[src/rtl/tty_fifo_ka10.sv]
// KA10 console TTY on the IO bus: UART TX, mid-bit sampling RX with RX FIFO, CONO/CONI/DATAO/DATAI.
// Define TTY_BREAK_DET_EN to enable RX break detection (brk status bit).
module tty_fifo_ka10 #(
    parameter logic [6:0]  DEVCODE   = 7'b001_010_0,
    parameter int unsigned BIT_CLKS  = 454545,
    parameter int unsigned DATA_BITS = 8,
    parameter int unsigned STOP_BITS = 2,
    parameter int unsigned RX_DEPTH  = 4
) (
    input  logic        clk,
    input  logic        reset,
    input  logic        iobus_iob_reset,
    input  logic        iobus_datao_clear,
    input  logic        iobus_datao_set,
    input  logic        iobus_cono_clear,
    input  logic        iobus_cono_set,
    input  logic        iobus_iob_fm_datai,
    input  logic        iobus_iob_fm_status,
    input  logic [3:9]  iobus_ios,
    input  logic [0:35] iobus_iob_in,
    output logic [1:7]  iobus_pi_req,
    output logic [0:35] iobus_iob_out,
    input  logic        rx,
    output logic        tx,
    output logic [11:0] status_ind
);
    localparam int unsigned CW   = $clog2(BIT_CLKS + 1);
    localparam int unsigned AW   = $clog2(RX_DEPTH);
    localparam int unsigned CNTW = AW + 1;
    localparam logic [CW-1:0] BIT_LAST  = CW'(BIT_CLKS - 1);
    localparam logic [CW-1:0] HALF_LAST = CW'(BIT_CLKS / 2 - 1);

    logic sel;
    logic [5:0] lv, lv_q;
    logic bus_rst, datao_clr_edge, datao_set_edge, cono_clr_edge, cono_set_edge, pop_req;

    logic to_flag, to_busy, ti_flag, ti_busy, ovr, brk, test;
    logic [2:0] pia;

    assign sel = (iobus_ios == DEVCODE);
    assign lv  = {iobus_iob_reset, iobus_datao_clear, iobus_datao_set,
                  iobus_cono_clear, iobus_cono_set, iobus_iob_fm_datai};

    always_ff @(posedge clk or posedge reset) begin
        if (reset) lv_q <= '0;
        else       lv_q <= lv;
    end

    // Bus reset is a system-wide level and is deliberately not gated by device select.
    assign bus_rst        = lv[5] & ~lv_q[5];
    assign datao_clr_edge = sel & lv[4] & ~lv_q[4];
    assign datao_set_edge = sel & lv[3] & ~lv_q[3];
    assign cono_clr_edge  = sel & lv[2] & ~lv_q[2];
    assign cono_set_edge  = sel & lv[1] & ~lv_q[1];
    assign pop_req        = sel & ~lv[0] & lv_q[0];

    typedef enum logic [1:0] {TX_IDLE, TX_START, TX_DATA, TX_STOP} tx_state_t;
    tx_state_t tx_state, tx_next;
    logic [CW-1:0] tx_cnt;
    logic [2:0] tx_bit;
    logic [DATA_BITS-1:0] tx_hold, tx_shift;
    logic tx_pend, tx_tick, tx_load, tx_done;

    assign tx_tick = (tx_cnt == BIT_LAST);

    always_comb begin
        tx_next = tx_state;
        tx_load = 1'b0;
        tx_done = 1'b0;
        unique case (tx_state)
            TX_IDLE:  if (tx_pend) begin tx_next = TX_START; tx_load = 1'b1; end
            TX_START: if (tx_tick) tx_next = TX_DATA;
            TX_DATA:  if (tx_tick && tx_bit == 3'(DATA_BITS - 1)) tx_next = TX_STOP;
            TX_STOP:  if (tx_tick && tx_bit == 3'(STOP_BITS - 1)) begin
                          tx_next = TX_IDLE;
                          tx_done = 1'b1;
                      end
            default:  tx_next = TX_IDLE;
        endcase
        if (bus_rst) begin
            tx_next = TX_IDLE;
            tx_load = 1'b0;
            tx_done = 1'b0;
        end
    end

    always_ff @(posedge clk or posedge reset) begin
        if (reset) tx_state <= TX_IDLE;
        else       tx_state <= tx_next;
    end

    always_ff @(posedge clk or posedge reset) begin
        if (reset) begin
            tx_cnt   <= '0;
            tx_bit   <= '0;
            tx_hold  <= '0;
            tx_shift <= '0;
            tx_pend  <= 1'b0;
        end else if (bus_rst) begin
            tx_cnt  <= '0;
            tx_bit  <= '0;
            tx_pend <= 1'b0;
        end else begin
            if (tx_next != tx_state || tx_state == TX_IDLE) begin
                tx_cnt <= '0;
                tx_bit <= '0;
            end else if (tx_tick) begin
                tx_cnt <= '0;
                tx_bit <= tx_bit + 3'd1;
            end else begin
                tx_cnt <= tx_cnt + CW'(1);
            end
            if (tx_load) begin
                tx_shift <= tx_hold;
                tx_pend  <= 1'b0;
            end else if (tx_state == TX_DATA && tx_tick) begin
                tx_shift <= tx_shift >> 1;
            end
            // A later DATAO set overrides the holding register and re-arms the send.
            if (datao_set_edge) begin
                tx_hold <= iobus_iob_in[36-DATA_BITS:35];
                tx_pend <= 1'b1;
            end
        end
    end

    always_comb begin
        tx = 1'b1;
        if (tx_state == TX_START)     tx = 1'b0;
        else if (tx_state == TX_DATA) tx = tx_shift[0];
    end

    typedef enum logic [2:0] {RX_IDLE, RX_START, RX_DATA, RX_STOP, RX_BRK} rx_state_t;
    rx_state_t rx_state, rx_next;
    logic [1:0] rx_sync;
    logic rx_prev, rx_s, rx_fall, rx_in;
    logic [CW-1:0] rx_cnt;
    logic [2:0] rx_bit;
    logic [DATA_BITS-1:0] rx_shift;
    logic rx_stop_ok, rx_any_one, rx_sample;
    logic rx_push, rx_brk_set, rx_frame_on, rx_frame_end;

    assign rx_in     = test ? tx : rx;
    assign rx_s      = rx_sync[1];
    assign rx_fall   = rx_prev & ~rx_s;
    assign rx_sample = (rx_cnt == BIT_LAST);

    always_comb begin
        rx_next      = rx_state;
        rx_push      = 1'b0;
        rx_brk_set   = 1'b0;
        rx_frame_on  = 1'b0;
        rx_frame_end = 1'b0;
        unique case (rx_state)
            RX_IDLE:  if (rx_fall) rx_next = RX_START;
            RX_START: if (rx_cnt == HALF_LAST) begin
                          if (!rx_s) begin rx_next = RX_DATA; rx_frame_on = 1'b1; end
                          else rx_next = RX_IDLE;
                      end
            RX_DATA:  if (rx_sample && rx_bit == 3'(DATA_BITS - 1)) rx_next = RX_STOP;
            RX_STOP:  if (rx_sample && rx_bit == 3'(STOP_BITS - 1)) begin
                          rx_next      = RX_IDLE;
                          rx_frame_end = 1'b1;
                          if (rx_stop_ok && rx_s) rx_push = 1'b1;
`ifdef TTY_BREAK_DET_EN
                          else if (!(rx_any_one || rx_s)) begin
                              rx_brk_set = 1'b1;
                              rx_next    = RX_BRK;
                          end
`endif
                      end
            RX_BRK:   if (rx_s && rx_sample) rx_next = RX_IDLE;
            default:  rx_next = RX_IDLE;
        endcase
        if (bus_rst) begin
            rx_next      = RX_IDLE;
            rx_push      = 1'b0;
            rx_brk_set   = 1'b0;
            rx_frame_on  = 1'b0;
            rx_frame_end = 1'b0;
        end
    end

    always_ff @(posedge clk or posedge reset) begin
        if (reset) rx_state <= RX_IDLE;
        else       rx_state <= rx_next;
    end

    always_ff @(posedge clk or posedge reset) begin
        if (reset) begin
            rx_sync    <= '1;
            rx_prev    <= 1'b1;
            rx_cnt     <= '0;
            rx_bit     <= '0;
            rx_shift   <= '0;
            rx_stop_ok <= 1'b0;
            rx_any_one <= 1'b0;
        end else begin
            rx_sync <= {rx_sync[0], rx_in};
            rx_prev <= rx_s;
            if (rx_next != rx_state || rx_state == RX_IDLE) begin
                rx_cnt <= '0;
                rx_bit <= '0;
            end else if (rx_state == RX_BRK) begin
                rx_cnt <= rx_s ? rx_cnt + CW'(1) : '0;
            end else if (rx_sample) begin
                rx_cnt <= '0;
                rx_bit <= rx_bit + 3'd1;
            end else begin
                rx_cnt <= rx_cnt + CW'(1);
            end
            if (rx_frame_on) begin
                rx_stop_ok <= 1'b1;
                rx_any_one <= 1'b0;
            end
            if (rx_state == RX_DATA && rx_sample) begin
                rx_shift   <= {rx_s, rx_shift[DATA_BITS-1:1]};
                rx_any_one <= rx_any_one | rx_s;
            end
            if (rx_state == RX_STOP && rx_sample) begin
                rx_stop_ok <= rx_stop_ok & rx_s;
                rx_any_one <= rx_any_one | rx_s;
            end
        end
    end

    logic [DATA_BITS-1:0] mem [RX_DEPTH];
    logic [AW-1:0] wptr, rptr;
    logic [CNTW-1:0] count, count_next;
    logic empty, full, do_pop, do_push, drop;

    assign empty   = (count == '0);
    assign full    = (count == CNTW'(RX_DEPTH));
    assign do_pop  = pop_req & ~empty;
    assign do_push = rx_push & (~full | do_pop);
    assign drop    = rx_push & full & ~do_pop;

    always_comb begin
        count_next = count;
        if (do_push && !do_pop)      count_next = count + CNTW'(1);
        else if (do_pop && !do_push) count_next = count - CNTW'(1);
    end

    always_ff @(posedge clk) begin
        if (do_push) mem[wptr] <= rx_shift;
    end

    always_ff @(posedge clk or posedge reset) begin
        if (reset) begin
            wptr  <= '0;
            rptr  <= '0;
            count <= '0;
        end else if (bus_rst) begin
            wptr  <= '0;
            rptr  <= '0;
            count <= '0;
        end else begin
            if (do_push) wptr <= wptr + AW'(1);
            if (do_pop)  rptr <= rptr + AW'(1);
            count <= count_next;
        end
    end

    always_ff @(posedge clk or posedge reset) begin
        if (reset) begin
            to_flag <= 1'b0;
            to_busy <= 1'b0;
            ti_flag <= 1'b0;
            ti_busy <= 1'b0;
            ovr     <= 1'b0;
            test    <= 1'b0;
            pia     <= '0;
        end else if (bus_rst) begin
            to_flag <= 1'b0;
            to_busy <= 1'b0;
            ti_flag <= 1'b0;
            ti_busy <= 1'b0;
            ovr     <= 1'b0;
            test    <= 1'b0;
            pia     <= '0;
        end else begin
            // ti_flag tracks FIFO occupancy; a CONO force below holds only for one cycle.
            ti_flag <= (count_next != '0);
            if (rx_frame_on)  ti_busy <= 1'b1;
            if (rx_frame_end) ti_busy <= 1'b0;
            if (drop)         ovr <= 1'b1;
            if (tx_done) begin
                to_busy <= 1'b0;
                to_flag <= 1'b1;
            end
            if (cono_clr_edge) begin
                pia  <= '0;
                test <= 1'b0;
            end
            if (cono_set_edge) begin
                if (iobus_iob_in[10]) to_flag <= 1'b0;
                if (iobus_iob_in[14]) to_flag <= 1'b1;
                if (iobus_iob_in[9])  to_busy <= 1'b0;
                if (iobus_iob_in[13]) to_busy <= 1'b1;
                if (iobus_iob_in[8])  ti_flag <= 1'b0;
                if (iobus_iob_in[12]) ti_flag <= 1'b1;
                if (iobus_iob_in[7])  ti_busy <= 1'b0;
                if (iobus_iob_in[11]) ti_busy <= 1'b1;
                if (iobus_iob_in[6])  test    <= 1'b1;
                if (iobus_iob_in[5])  ovr     <= 1'b0;
                pia <= (cono_clr_edge ? 3'b000 : pia) | iobus_iob_in[15:17];
            end
            if (datao_clr_edge) begin
                to_busy <= 1'b1;
                to_flag <= 1'b0;
            end
        end
    end

`ifdef TTY_BREAK_DET_EN
    always_ff @(posedge clk or posedge reset) begin
        if (reset)                                  brk <= 1'b0;
        else if (bus_rst)                           brk <= 1'b0;
        else if (rx_brk_set)                        brk <= 1'b1;
        else if (cono_set_edge && iobus_iob_in[4])  brk <= 1'b0;
    end
`else
    assign brk = 1'b0;
`endif

    logic unused_bits;
    assign unused_bits = ^{iobus_iob_in, rx_brk_set};

    always_comb begin
        iobus_pi_req = '0;
        if (pia != 3'd0) iobus_pi_req[pia] = ti_flag | to_flag;
    end

    always_comb begin
        iobus_iob_out = '0;
        if (sel && iobus_iob_fm_status) begin
            iobus_iob_out[24]    = test;
            iobus_iob_out[25]    = ovr;
            iobus_iob_out[26]    = brk;
            iobus_iob_out[29]    = ti_busy;
            iobus_iob_out[30]    = ti_flag;
            iobus_iob_out[31]    = to_busy;
            iobus_iob_out[32]    = to_flag;
            iobus_iob_out[33:35] = pia;
        end
        if (sel && iobus_iob_fm_datai && !empty)
            iobus_iob_out[36-DATA_BITS:35] = iobus_iob_out[36-DATA_BITS:35] | mem[rptr];
    end

    assign status_ind = {test, ovr, brk, rx_state != RX_IDLE, tx_state != TX_IDLE,
                         ti_busy, ti_flag, to_busy, to_flag, pia};
endmodule

[config.mk]
export PLATFORM = sky130hd
export DESIGN_NAME = tty_fifo_ka10
export DESIGN_NICKNAME = d
export VERILOG_FILES = /design/src/rtl/tty_fifo_ka10.sv
export SDC_FILE = /design/constraint.sdc
export NUM_CORES = 1
export LEC_CHECK = 0
export CAP_MARGIN = 30
export CORE_ASPECT_RATIO = 1.5
export CORE_MARGIN = 10
export CORE_UTILIZATION = 35
export CTS_BUF_LIST = sky130_fd_sc_hd__clkbuf_16
export CTS_CLUSTER_SIZE = 16
export DETAILED_ROUTE_END_ITERATION = 12
export DONT_BUFFER_PORTS = 1
export GPL_TIMING_DRIVEN = 1
export PLACE_DENSITY = 0.6
export SLEW_MARGIN = 10
export SYNTH_ARGS = -nofsm -noshare
export SYNTH_HDL_FRONTEND = slang
export SYNTH_SLANG_ARGS = --single-unit
[constraint.sdc]
create_clock -name clk -period 8.55 [get_ports clk]
set_clock_uncertainty 0.15 [all_clocks]
set_input_delay 1.71 -clock clk [delete_from_list [all_inputs] [get_ports clk]]
set_output_delay 1.71 -clock clk [all_outputs]
set_load 0.05 [all_outputs]
After elaboration in Yosys (flattened, before gate mapping). Memories as Yosys holds them, arrays and structs flattened. Index checks and enable logic that the tools add are counted.

Latch bits: 0. Bits of input ports: 53. Memories kept: 1. RAM bits: 32. Output and inout bits: 56. ROM bits: 0. Logic and storage cells: 227. Register bits: 100.

Memory list: mem (words 4, width 8, rd ports 1, clocked after memory_dff 0, write ports 1, RTL line 227) `logic [DATA_BITS-1:0] mem [RX_DEPTH];`.

Bitwise logic cells: 34. Muxes and demuxes: 102. $lt $le $gt $ge: 2. Multiply operators: 0. Div/mod/pow operators: 0. Add/subtract/negate cells: 8. Reductions and logical operators: 37. Equality and inequality tests: 19. Shifts and indexed selects: 0.

Operators with widths (count): 19-bit 2-to-1 mux (7); 1-bit 2-to-1 mux (58); 3-bit 2-to-1 mux (19); 19-bit by 1-bit adder with 19-bit output (second input constant) (2); 19-bit equality test (second input constant) (2); 8-bit 2-to-1 mux (3); 2-bit 2-to-1 mux (10); 19-bit by 18-bit equality test with 1-bit output (second input constant) (1); 1-bit AND (17); 1-bit logical AND (15); 3-bit case mux with 5 select lines (1); 3-bit nonzero test (5); 7-bit 2-to-1 mux (2); 3-bit equality test (second input constant) (4); 2-bit nonzero test (6); 1-bit inverter (11); 3-bit by 1-bit adder with 3-bit output (second input constant) (3); 3-bit by 1-bit equality test with 1-bit output (second input constant) (3); 7-bit by 8-bit bitwise OR with 8-bit output (1); 2-bit case mux with 4 select lines (1); 7-bit AND (1); 7-bit by 5-bit equality test with 1-bit output (second input constant) (1); 3-bit by 2-bit equality test with 1-bit output (second input constant) (2); 3-bit zero test (2); 17 further kinds (25).

Depth between registers and ports, before layout. Gate-level depths: netlist (run 1).

Depth in word-level cells: 15. Depth in mapped cells: 10. Depth with buffers taken out: 8.

Worst setup path before layout (run 1). No wires, ideal clock.

Kind: in2out. Start point: input port iobus_ios[4] (netlist bit). End point: output port iobus_iob_out[29] (netlist bit). Data arrival time: 3682 ps. Data required time: 6690 ps. Buffers on the path: 0. Setup slack: 3008 ps. Cell stages on the path: 4. Cells stage by stage: nor4bb_1 > and2_0 > nand3_1 > o21ai_0.

Word-level cells in the longest chain between the ends: 5. Elaborated cells between the ends (all ways): 7. Classes of those cells: eq/ne: 1; mux: 2; bitwise: 1; reduce/logical: 3.

Ends and longest elaborated chain: from (decl) (RTL line 19) `input logic [3:9] iobus_ios,`; 7-bit by 5-bit equality test with 1-bit output * (RTL line 40) `assign sel = (iobus_ios == DEVCODE);`; 1-bit logical AND (RTL line 336) `if (sel && iobus_iob_fm_status) begin`; 7-bit 2-to-1 mux (RTL line 336); 7-bit by 8-bit bitwise OR with 8-bit output (RTL line 347) `iobus_iob_out[36-DATA_BITS:35] = iobus_iob_out[36-DATA_BITS:35] | mem[rptr];`; 8-bit 2-to-1 mux * (RTL line 346) `if (sel && iobus_iob_fm_datai && !empty)`; to (decl) (RTL line 22) `output logic [0:35] iobus_iob_out,`.

Every way passes the cells marked *; elsewhere a longest branch is shown, timed or not.

Worst setup path in the final report (run 1).
Start point: input port iobus_ios[4] (netlist bit). End point: output port iobus_iob_out[35] (netlist bit).

The elaborated chain is that of the path after synthesis.

==> results of run 1 <==
-- synth_stat cells (4+ instances only) --
cell / number
nor3_1: 19
clkbuf_1: 14
buf_4: 33
a22oi_1: 4
nand3b_1: 4
and2_1: 9
a211oi_1: 4
ha_1: 17
buf_2: 5
nor4_1: 15
mux4_2: 8
a21oi_1: 17
nand2_1: 51
mux2_2: 18
inv_1: 26
nand4_1: 11
and3_1: 8
nor2_1: 60
o21ai_0: 17
edfxtp_1: 32
nand3_1: 21
dfrtp_1: 97
nand2b_1: 9
xor2_1: 27
o21a_1: 5
xnor2_1: 12
and4_1: 6
nor2b_1: 6
mux2i_1: 9
-- sequential cells by signal, summed over array words and instances, names as in the netlist, 3 cells and up --
signal / flops
rx_state: 3
tx_hold: 8
rx_shift: 8
rx_bit: 3
lv_q: 6
mem: 32
pia: 3
count: 3
tx_bit: 3
tx_cnt: 19
tx_shift: 8
rx_cnt: 19
-- per-layer routing --
metal	GRT usage	part of all wire	vias up	wire length, um
li1	-	-	2133	-
met1	0.124	0.41	2199	5800
met2	0.195	0.50	145	7100
met3	0.0375	0.069	21	987
met4	0.0579	0.023	0	328
met5	0	0	-	0
-- layout make-up --
cell class | count | area, um2
Multi-Input combinational cell | 430 | 2930
Clock inverter | 15 | 171
Tap cell | 256 | 320
Fill cell | 1828 | 11600
Sequential cell | 132 | 3470
Inverter | 26 | 100
Clock buffer | 17 | 425
Timing Repair Buffer | 6 | 65.1
-- cells by family after synthesis --
group,synth area share
compound gates,0.0678
xor+xnor,0.0506
buf+inv,0.0676
other cells,0.000555
mux,0.0722
flops,0.513
simple gates,0.197
fa+ha+maj,0.0315
-- worst max path at each step --
| stage | to | depth (start not counted) | startpoint |
|---|---|---|---|
| floorplan | iobus_iob_out[29] | 4 | iobus_ios[4] |
| global placement | iobus_iob_out[29] | 4 | iobus_ios[4] |
| detailed placement | iobus_iob_out[35] | 4 | iobus_ios[4] |
| CTS | iobus_iob_out[35] | 4 | iobus_ios[4] |
| global route | iobus_iob_out[31] | 4 | iobus_ios[4] |
| finish | iobus_iob_out[35] | 4 | iobus_ios[4] |
-- where the power goes --
part	switching (mW)	leakage, nW	internal, mW
clock	0.293	0.281	0.437
sequential	0.0197	1.73	0.656
combinational	0.0736	1.15	0.0241
==> results by group, run 1 <==
Min path
  – Hold Path End: rx_sync[1]$_DFF_PP1_
  – Hold_sp: rx_sync[0]$_DFF_PP1_
  – Worst Hold Depth: 0
  – Worst Hold Class: flip-flop to flip-flop

Cells and area
  – Syn-to-layout area delta: 10.7%
  – Highest-count cells in the layout ignoring fill and taps: dfrtp_1, nor2_1, nand2_1
  – Util after Layout: 0.392
  – # diodes: 0
  – Final instance area: 7480 um2
  – Final Net Count: 683
  – Share of cells above drive strength 1: 0.134
  – Fin cells: 882
  – Commonest non-fill, non-tap cell in the layout: dfrtp_1

Yosys
  – Synthesis Warnings: 0
  – Ys async rst share: 0.758
  – Netlist cell types: 69
  – Syn avg cell area: 10.9 um2
  – Number of synthesized flops with an enable pin: 32
  – Ys flop type: dfrtp_1
  – Seq/Total Area, Yosys: 0.513
  – Share of the synthesized area in the top cell type: 0.359
  – Post-Synthesis Cells: 619
  – Yosys top cell by area: dfrtp_1
  – Cell Area, Synth: 6760 um2
  – FF+latch count, synth: 132
  – Top area cells in the synthesized netlist: dfrtp_1, edfxtp_1, buf_4, xor2_1, nor2_1

Global route
  – Overflow after GRT: 0
  – First-pass GRT wire length: 23400 um
  – Number of global-route vias before repair: 4658
  – Largest net degree at the start of global routing: 76
  – Total track usage: 0.114
  – Initial antenna violation count: 0

STA
  – Max frequency: 180 MHz
  – Worst hold slack: 0.205 ns
  – Clock period minus worst slack: 5.54 ns
  – Setup TNS: 0 ns
  – Unrepaired setup endpoints after global routing: false
  – Final setup fails: 0
  – Setup slack after layout: 3.01 ns
  – Final Hold Viols: 0
  – Max Slew Vio Count: 0
  – Rel. slew slack: 0.341
  – Period utilization: 0.648
  – Worst Tran Pin Value: 0.981 ns

Die
  – Site Rows: 62
  – Die H: 190 um
  – Die X: 133 um
  – I/O pin count: 109
  – Total core area: 19100 um2
  – Die ar.: 25400 um2
  – Starting density of the core: 0.354

Critical path
  – Max incr delay on CP: 0.86 ns
  – Cell chain of the critical path: nor4bb_1 > and2_0 > nand3_1 > o21ai_1
  – Worst flop-to-flop path endpoint: mem[0][2]$_DFFE_PP_
  – Buffers and inverters on the worst path: 0
  – Reg2Reg Depth: 4
  – Endpoint class of the critical path: primary output
  – CP required: 6.69 ns
  – Family with the most delay on the worst path: simple AND/OR/NAND/NOR gates
  – Crit path DAT: 3.68 ns
  – Crit Path Category: input pin to primary output
  – R2R Setup Slk: 5.76 ns
  – Critical path fanouts, max: 8
  – CP max stage cell: o21ai_1
  – Worst setup SP type: input pin
  – Launching point of the worst reg2reg path: rx_sync[1]$_DFF_PP1_

CTS
  – Reg clk slew, reported paths: 0.06 ns
  – CTS tree: yes
  – CTS Buf Count: 17
  – # clock sinks: 132
  – H-Tree Depth: 4
  – Post-CTS setup buffers: 0
  – CTS Root Cell: clkbuf_16
  – # hold bufs at CTS: 0
  – Worst skew pair latency: 0.41 ns
  – PostCTS Resize Cnt: 0
  – CTS max path bufs: 2

Placed design
  – DP Wirelength: 10400 um
  – Cells after DPL: 849
  – Place WS: 3.01 ns
  – IO Port Bufs: 0
  – Cell Area, Placed: 6860 um2
  – Gp weighted congestion: 0.829

Detailed routing
  – Vias: 4498
  – Total wire length: 14200 um
  – DR iter-0 viols: 318
  – Initial DRT Pass Iterations: 4
  – Antenna-violating nets left: 0
  – Wire per inst: 16.1 um
  – DR vias/cell: 5.10
  – # DRC: 0

Job
  – # Max-Cap Violations: 0

Power and ir drop
  – Power per cell area: 201 nW/um2
  – Total power: 1.50 mW
  – Leak: 3.16 nW
  – Maximum vdd drop: 0.000141 V

Run status
  – Status: completed
Note: power is estimated with default switching activity, not from simulation.
==> inputs of run 2 (changes only) <==
==> constraint.sdc (replaced) <==
create_clock -name clk -period 5.1 [get_ports clk]
set_clock_uncertainty 0.15 [all_clocks]
set_input_delay 1.02 -clock clk [delete_from_list [all_inputs] [get_ports clk]]
set_output_delay 1.02 -clock clk [all_outputs]
set_load 0.05 [all_outputs]
==> run 2 against run 1 <==
Effect of this change:
- routed wire length up 2.5%
- combinational power up 68%
- sequential power up 67%
- first-iteration DRC count down 23%
- clock power up 63%
- final area up 0.64%
- register-to-register slack worse by 3.4 ns
- total power up 65%
- worst hold slack worse by 0.00062 ns
- non-clock buffer count up 8
==> results by group, run 2 (same netlist as run 1, synthesis figures left out) <==
STA
  – Worst Tran Pin Value: 0.969 ns (was 0.981 ns)
  – Rel. slew slack: 0.349 (was 0.341)
  – Final setup fails: 0 (unchanged)
  – Max Slew Vio Count: 0 (unchanged)
  – Unrepaired setup endpoints after global routing: false (unchanged)
  – Clock period minus worst slack: 3.78 ns
  – Setup TNS: 0 ns (unchanged)
  – Final Hold Viols: 0 (unchanged)
  – Period utilization: 0.741
  – Max frequency: 265 MHz

Detailed routing
  – Antenna-violating nets left: 0 (unchanged)
  – Total wire length: 14600 um (was 14200 um)
  – Wire per inst: 16.4 um (was 16.1 um)
  – Initial DRT Pass Iterations: 4 (unchanged)
  – DR vias/cell: 5.05 (was 5.10)
  – Vias: 4494 (was 4498)
  – # DRC: 0 (unchanged)
  – DR iter-0 viols: 246 (was 318)

Placed design
  – Gp weighted congestion: 0.814 (was 0.829)
  – DP Wirelength: 10600 um (was 10400 um)
  – IO Port Bufs: 0 (unchanged)

Cells and area
  – Share of cells above drive strength 1: 0.144 (was 0.134)
  – Util after Layout: 0.395 (was 0.392)
  – Area of the multi-input gates: 2930 um2 (unchanged)
  – Fill cells: 1796 (was 1828)
  – Largest regs: mem x32, rx_cnt x19, tx_cnt x19 (unchanged)
  – Final Net Count: 691 (was 683)
  – Commonest non-fill, non-tap cell in the layout: dfrtp_1 (unchanged)
  – Syn-to-layout area delta: 11.4% (was 10.7%)
  – # diodes: 0 (unchanged)
  – Max reg flops: 32 (unchanged)
  – Highest-count cells in the layout ignoring fill and taps: dfrtp_1, nor2_1, nand2_1 (unchanged)
  – Reg area: 3470 um2 (unchanged)
  – Top reg by flops: mem (unchanged)

Job
  – # Max-Cap Violations: 0 (unchanged)

Die
  – Starting density of the core: 0.354 (unchanged)
  – I/O pin count: 109 (unchanged)
  – Site Rows: 62 (unchanged)
  – Die X: 133 um (unchanged)
  – Die ar.: 25400 um2 (unchanged)
  – Total core area: 19100 um2 (unchanged)
  – Die H: 190 um (unchanged)

Critical path
  – Worst setup SP type: input pin (unchanged)
  – Endpoint class of the critical path: primary output (unchanged)
  – Crit Path Category: input pin to primary output (unchanged)
  – CP required: 3.93 ns (was 6.69 ns)
  – Critical path fanouts, max: 8 (unchanged)
  – Crit path DAT: 2.61 ns (was 3.68 ns)

Global route
  – First-pass GRT wire length: 24300 um (was 23400 um)
  – Total track usage: 0.117 (was 0.114)
  – Largest net degree at the start of global routing: 75 (was 76)
  – Overflow after GRT: 0 (unchanged)
  – Initial antenna violation count: 0 (unchanged)
  – Number of global-route vias before repair: 4751 (was 4658)

CTS
  – CTS Root Cell: clkbuf_16 (unchanged)
  – # clock sinks: 132 (unchanged)
  – PostCTS Resize Cnt: 0 (unchanged)
  – CTS max path bufs: 2 (unchanged)
  – Worst skew pair latency: 0.40 ns (was 0.41 ns)
  – # hold bufs at CTS: 0 (unchanged)
  – CTS Buf Count: 17 (unchanged)
  – Post-CTS setup buffers: 0 (unchanged)
  – Reg clk slew, reported paths: 0.05 ns (was 0.06 ns)
  – CTS tree: yes (unchanged)
  – H-Tree Depth: 4 (unchanged)

Run status
  – Status: completed (unchanged)

Power and ir drop
  – Leak: 3.20 nW (was 3.16 nW)
  – Maximum vdd drop: 0.000233 V (was 0.000141 V)
  – Power per cell area: 330 nW/um2 (was 201 nW/um2)

Min path
  – Worst Hold Class: flip-flop to flip-flop (unchanged)
## run 2: per-layer routing
| metal | vias up | global-route usage | share of wire |
|---|---|---|---|
| met3 | 8 | 0.0441 | 0.073 |
| met2 | 122 | 0.206 | 0.52 |
| met4 | 0 | 0.0411 | 0.010 |
| met5 | - | 0 | 0 |
| li1 | 2142 | - | - |
| met1 | 2222 | 0.127 | 0.39 |
## run 2: through the flow
stage | setup WS, ns | cells | cell area (um2) | power [mW] | hold slack (ns)
after floorplan | 0.938 | 645 | 6850 | 1.31 | 0.195
after global placement | 1.36 | 856 | 6910 | 1.31 | 0.196
after detailed placement | 1.30 | 857 | 6920 | 1.32 | 0.197
after CTS | 1.29 | 889 | 7500 | 2.52 | 0.204
after global routing | 1.18 | 890 | 7530 | 2.60 | 0.213
final | 1.32 | 890 | 7530 | 2.48 | 0.204
## run 2: final timing paths
kind	from	to	slack (ns)	cells after the start
worst min register to register	rx_sync[0]$_DFF_PP1_	rx_sync[1]$_DFF_PP1_	0.20	0
worst max register to register	rx_sync[1]$_DFF_PP1_	mem[2][6]$_DFFE_PP_	2.32	4
min in group asynchronous	reset	tx_cnt[15]$_DFF_PP0_	0.32	1
worst min-delay path	rx_sync[0]$_DFF_PP1_	rx_sync[1]$_DFF_PP1_	0.20	0
max in group asynchronous	reset	rx_sync[1]$_DFF_PP1_	3.47	3
worst max-delay path	iobus_ios[4]	iobus_iob_out[29]	1.32	5
## run 2: critical path, stage by stage
cell	delay (ns)
nor4bb_1	0.47
and2_0	0.36
nand3_1	0.30
o21ai_1	0.23
buf_4	0.22
## run 2: layout make-up
| type | count | share of cell area |
|---|---|---|
| Sequential cell | 132 | 0.461 |
| Multi-Input combinational cell | 430 | 0.389 |
| Clock buffer | 17 | 0.0565 |
| Tap cell | 256 | 0.0425 |
| Clock inverter | 15 | 0.0206 |
| Timing Repair Buffer | 14 | 0.0171 |
| Inverter | 26 | 0.0133 |
## run 2: power breakdown
part | internal, mW | total (mW) | leakage, nW | switching [mW]
Sequential | 1.10 | 1.13 | 1.73 | 0.0337
Clock | 0.722 | 1.19 | 0.274 | 0.464
Combinational | 0.0407 | 0.164 | 1.20 | 0.124
==> inputs of run 3 (changes only) <==
--- a/config.mk
+++ b/config.mk
@@ -14,7 +14,7 @@
 export DETAILED_ROUTE_END_ITERATION = 12
 export DONT_BUFFER_PORTS = 1
 export GPL_TIMING_DRIVEN = 1
-export PLACE_DENSITY = 0.6
+export PLACE_DENSITY = 0.62
 export SLEW_MARGIN = 10
 export SYNTH_ARGS = -nofsm -noshare
 export SYNTH_HDL_FRONTEND = slang
==> constraint.sdc (replaced) <==
create_clock -name clk -period 3.4 [get_ports clk]
set_clock_uncertainty 0.15 [all_clocks]
set_input_delay 0.68 -clock clk [delete_from_list [all_inputs] [get_ports clk]]
set_output_delay 0.68 -clock clk [all_outputs]
set_load 0.05 [all_outputs]
==> run 3 against run 2 <==
Effect of this change:
- routed wire length rose by 2.8%
- critical path depth unchanged
- largest cell class unchanged
- critical path type unchanged
- clock-buffer cell count unchanged
==> results by group, run 3 (same netlist as run 1, synthesis figures left out) <==
CTS
  – CTS max path bufs: 2 (unchanged)
  – CTS Buf Count: 17 (unchanged)
  – CTS Root Cell: clkbuf_16 (unchanged)
  – Worst skew pair latency: 0.41 ns (was 0.40 ns)
  – H-Tree Depth: 4 (unchanged)
  – Post-CTS setup buffers: 0 (unchanged)
  – Reg clk slew, reported paths: 0.06 ns (was 0.05 ns)
  – CTS tree: yes (unchanged)
  – PostCTS Resize Cnt: 0 (unchanged)
  – # clock sinks: 132 (unchanged)
  – # hold bufs at CTS: 0 (unchanged)

Job
  – # Max-Cap Violations: 0 (unchanged)

STA
  – Unrepaired setup endpoints after global routing: false (unchanged)
  – Final Hold Viols: 0 (unchanged)
  – Final setup fails: 0 (unchanged)
  – Worst Tran Pin Value: 0.760 ns (was 0.969 ns)
  – Worst hold slack: 0.0761 ns (was 0.204 ns)
  – Max frequency: 340 MHz
  – Rel. slew slack: 0.492 (was 0.349)
  – Setup TNS: 0 ns (unchanged)
  – Setup slack after layout: 0.457 ns (was 1.32 ns)
  – Period utilization: 0.866
  – Max Slew Vio Count: 0 (unchanged)
  – Clock period minus worst slack: 2.94 ns

Detailed routing
  – Vias: 4559 (was 4494)
  – DR iter-0 viols: 291 (was 246)
  – # DRC: 0 (unchanged)
  – DR vias/cell: 5.05 (about the same)
  – Antenna-violating nets left: 0 (unchanged)
  – Initial DRT Pass Iterations: 5 (was 4)
  – Total wire length: 15000 um (was 14600 um)
  – Wire per inst: 16.6 um (was 16.4 um)

Cells and area
  – Largest regs: mem x32, rx_cnt x19, tx_cnt x19 (unchanged)
  – Commonest non-fill, non-tap cell in the layout: dfrtp_1 (unchanged)
  – Syn-to-layout area delta: 13.2% (was 11.4%)
  – Share of cells above drive strength 1: 0.158 (was 0.144)
  – Util after Layout: 0.401 (was 0.395)
  – Final Net Count: 703 (was 691)
  – Highest-count cells in the layout ignoring fill and taps: dfrtp_1, nor2_1, nand2_1 (unchanged)
  – Fin cells: 902 (was 890)
  – Max reg flops: 32 (unchanged)
  – Final instance area: 7650 um2 (was 7530 um2)
  – Top reg by flops: mem (unchanged)
  – # diodes: 0 (unchanged)

Placed design
  – Cells after DPL: 870 (was 857)
  – Place WS: 0.447 ns (was 1.30 ns)
  – Gp weighted congestion: 0.815 (was 0.814)
  – DP Wirelength: 11000 um (was 10600 um)
  – IO Port Bufs: 0 (unchanged)
  – Cell Area, Placed: 7030 um2 (was 6920 um2)

Global route
  – Total track usage: 0.122 (was 0.117)
  – First-pass GRT wire length: 25400 um (was 24300 um)
  – Overflow after GRT: 0 (unchanged)
  – Initial antenna violation count: 0 (unchanged)
  – Number of global-route vias before repair: 4993 (was 4751)
  – Largest net degree at the start of global routing: 73 (was 75)

Critical path
  – Crit path DAT: 2.11 ns (was 2.61 ns)
  – Buffers and inverters on the worst path: 1 (unchanged)
  – Family with the most delay on the worst path: simple AND/OR/NAND/NOR gates (unchanged)
  – Critical path fanouts, max: 8 (unchanged)
  – Cell chain of the critical path: nor4bb_1 > and2_0 > nand3_1 > o21ai_1 > buf_4 (unchanged)
  – Endpoint class of the critical path: primary output (unchanged)
  – CP max stage cell: nor4bb_1 (unchanged)
  – CP required: 2.57 ns (was 3.93 ns)
  – Max incr delay on CP: 0.47 ns (about the same)
  – Crit Path Category: input pin to primary output (unchanged)
  – Worst setup SP type: input pin (unchanged)

Die
  – Site Rows: 62 (unchanged)
  – I/O pin count: 109 (unchanged)
  – Die H: 190 um (unchanged)
  – Die ar.: 25400 um2 (unchanged)
  – Die X: 133 um (unchanged)
  – Starting density of the core: 0.354 (unchanged)
  – Total core area: 19100 um2 (unchanged)

Power and ir drop
  – Leak: 3.28 nW (was 3.20 nW)
  – Power per cell area: 503 nW/um2 (was 330 nW/um2)
  – Total power: 3.85 mW (was 2.48 mW)
  – Maximum vdd drop: 0.000314 V (was 0.000233 V)

Run status
  – Status: completed (unchanged)

Min path
  – Worst Hold Class: input pin to asynchronous set/reset pin (was flip-flop to flip-flop)
==> run 3: cell count changes in the layout (fill, tap and decap cells not counted), moves of 2 or more <==
cell,delta
inv_6,-3
clkinv_1,+3
bufinv_16,+2
clkinvlp_4,-2
buf_4,+13
==> run 3: cell type report <==
class	instances	area, um2
sequential	132	3470
tap	256	320
timing repair buffer	26	208
inverter	26	101
clock inverter	15	188
clock buffer	17	425
fill	1832	11400
multi-input combinational	430	2940
==> run 3: metal layers <==
| metal | global-route usage | wire (um) | vias to the layer above |
|---|---|---|---|
| met2 | 0.216 | 7820 | 153 |
| met3 | 0.0370 | 1130 | 25 |
| met4 | 0.0630 | 360 | 0 |
| met1 | 0.126 | 5660 | 2231 |
| li1 | - | - | 2150 |
| met5 | 0 | 0 | - |
==> run 3: worst paths after layout <==
path	end	cells past startpoint	from	slack [ns]
setup / recovery	iobus_iob_out[32]	5	iobus_ios[4]	0.46
hold / removal	rx_cnt[1]$_DFF_PP0_	1	reset	0.08
setup reg to reg	rx_cnt[11]$_DFF_PP0_	7	rx_cnt[0]$_DFF_PP0_	0.56
hold reg to reg	rx_sync[1]$_DFF_PP1_	0	rx_sync[0]$_DFF_PP1_	0.23
max in group asynchronous	rx_sync[0]$_DFF_PP1_	2	reset	2.22
min in group clk	lv_q[5]$_DFF_PP0_	0	iobus_iob_reset	0.14
==> run 3: report_power, final <==
group	switching, mW	internal (mW)	leakage, nW
clock network	0.671	1.22	0.296
logic	0.191	0.0631	1.26
registers	0.0544	1.65	1.73
total	0.917	2.93	3.28
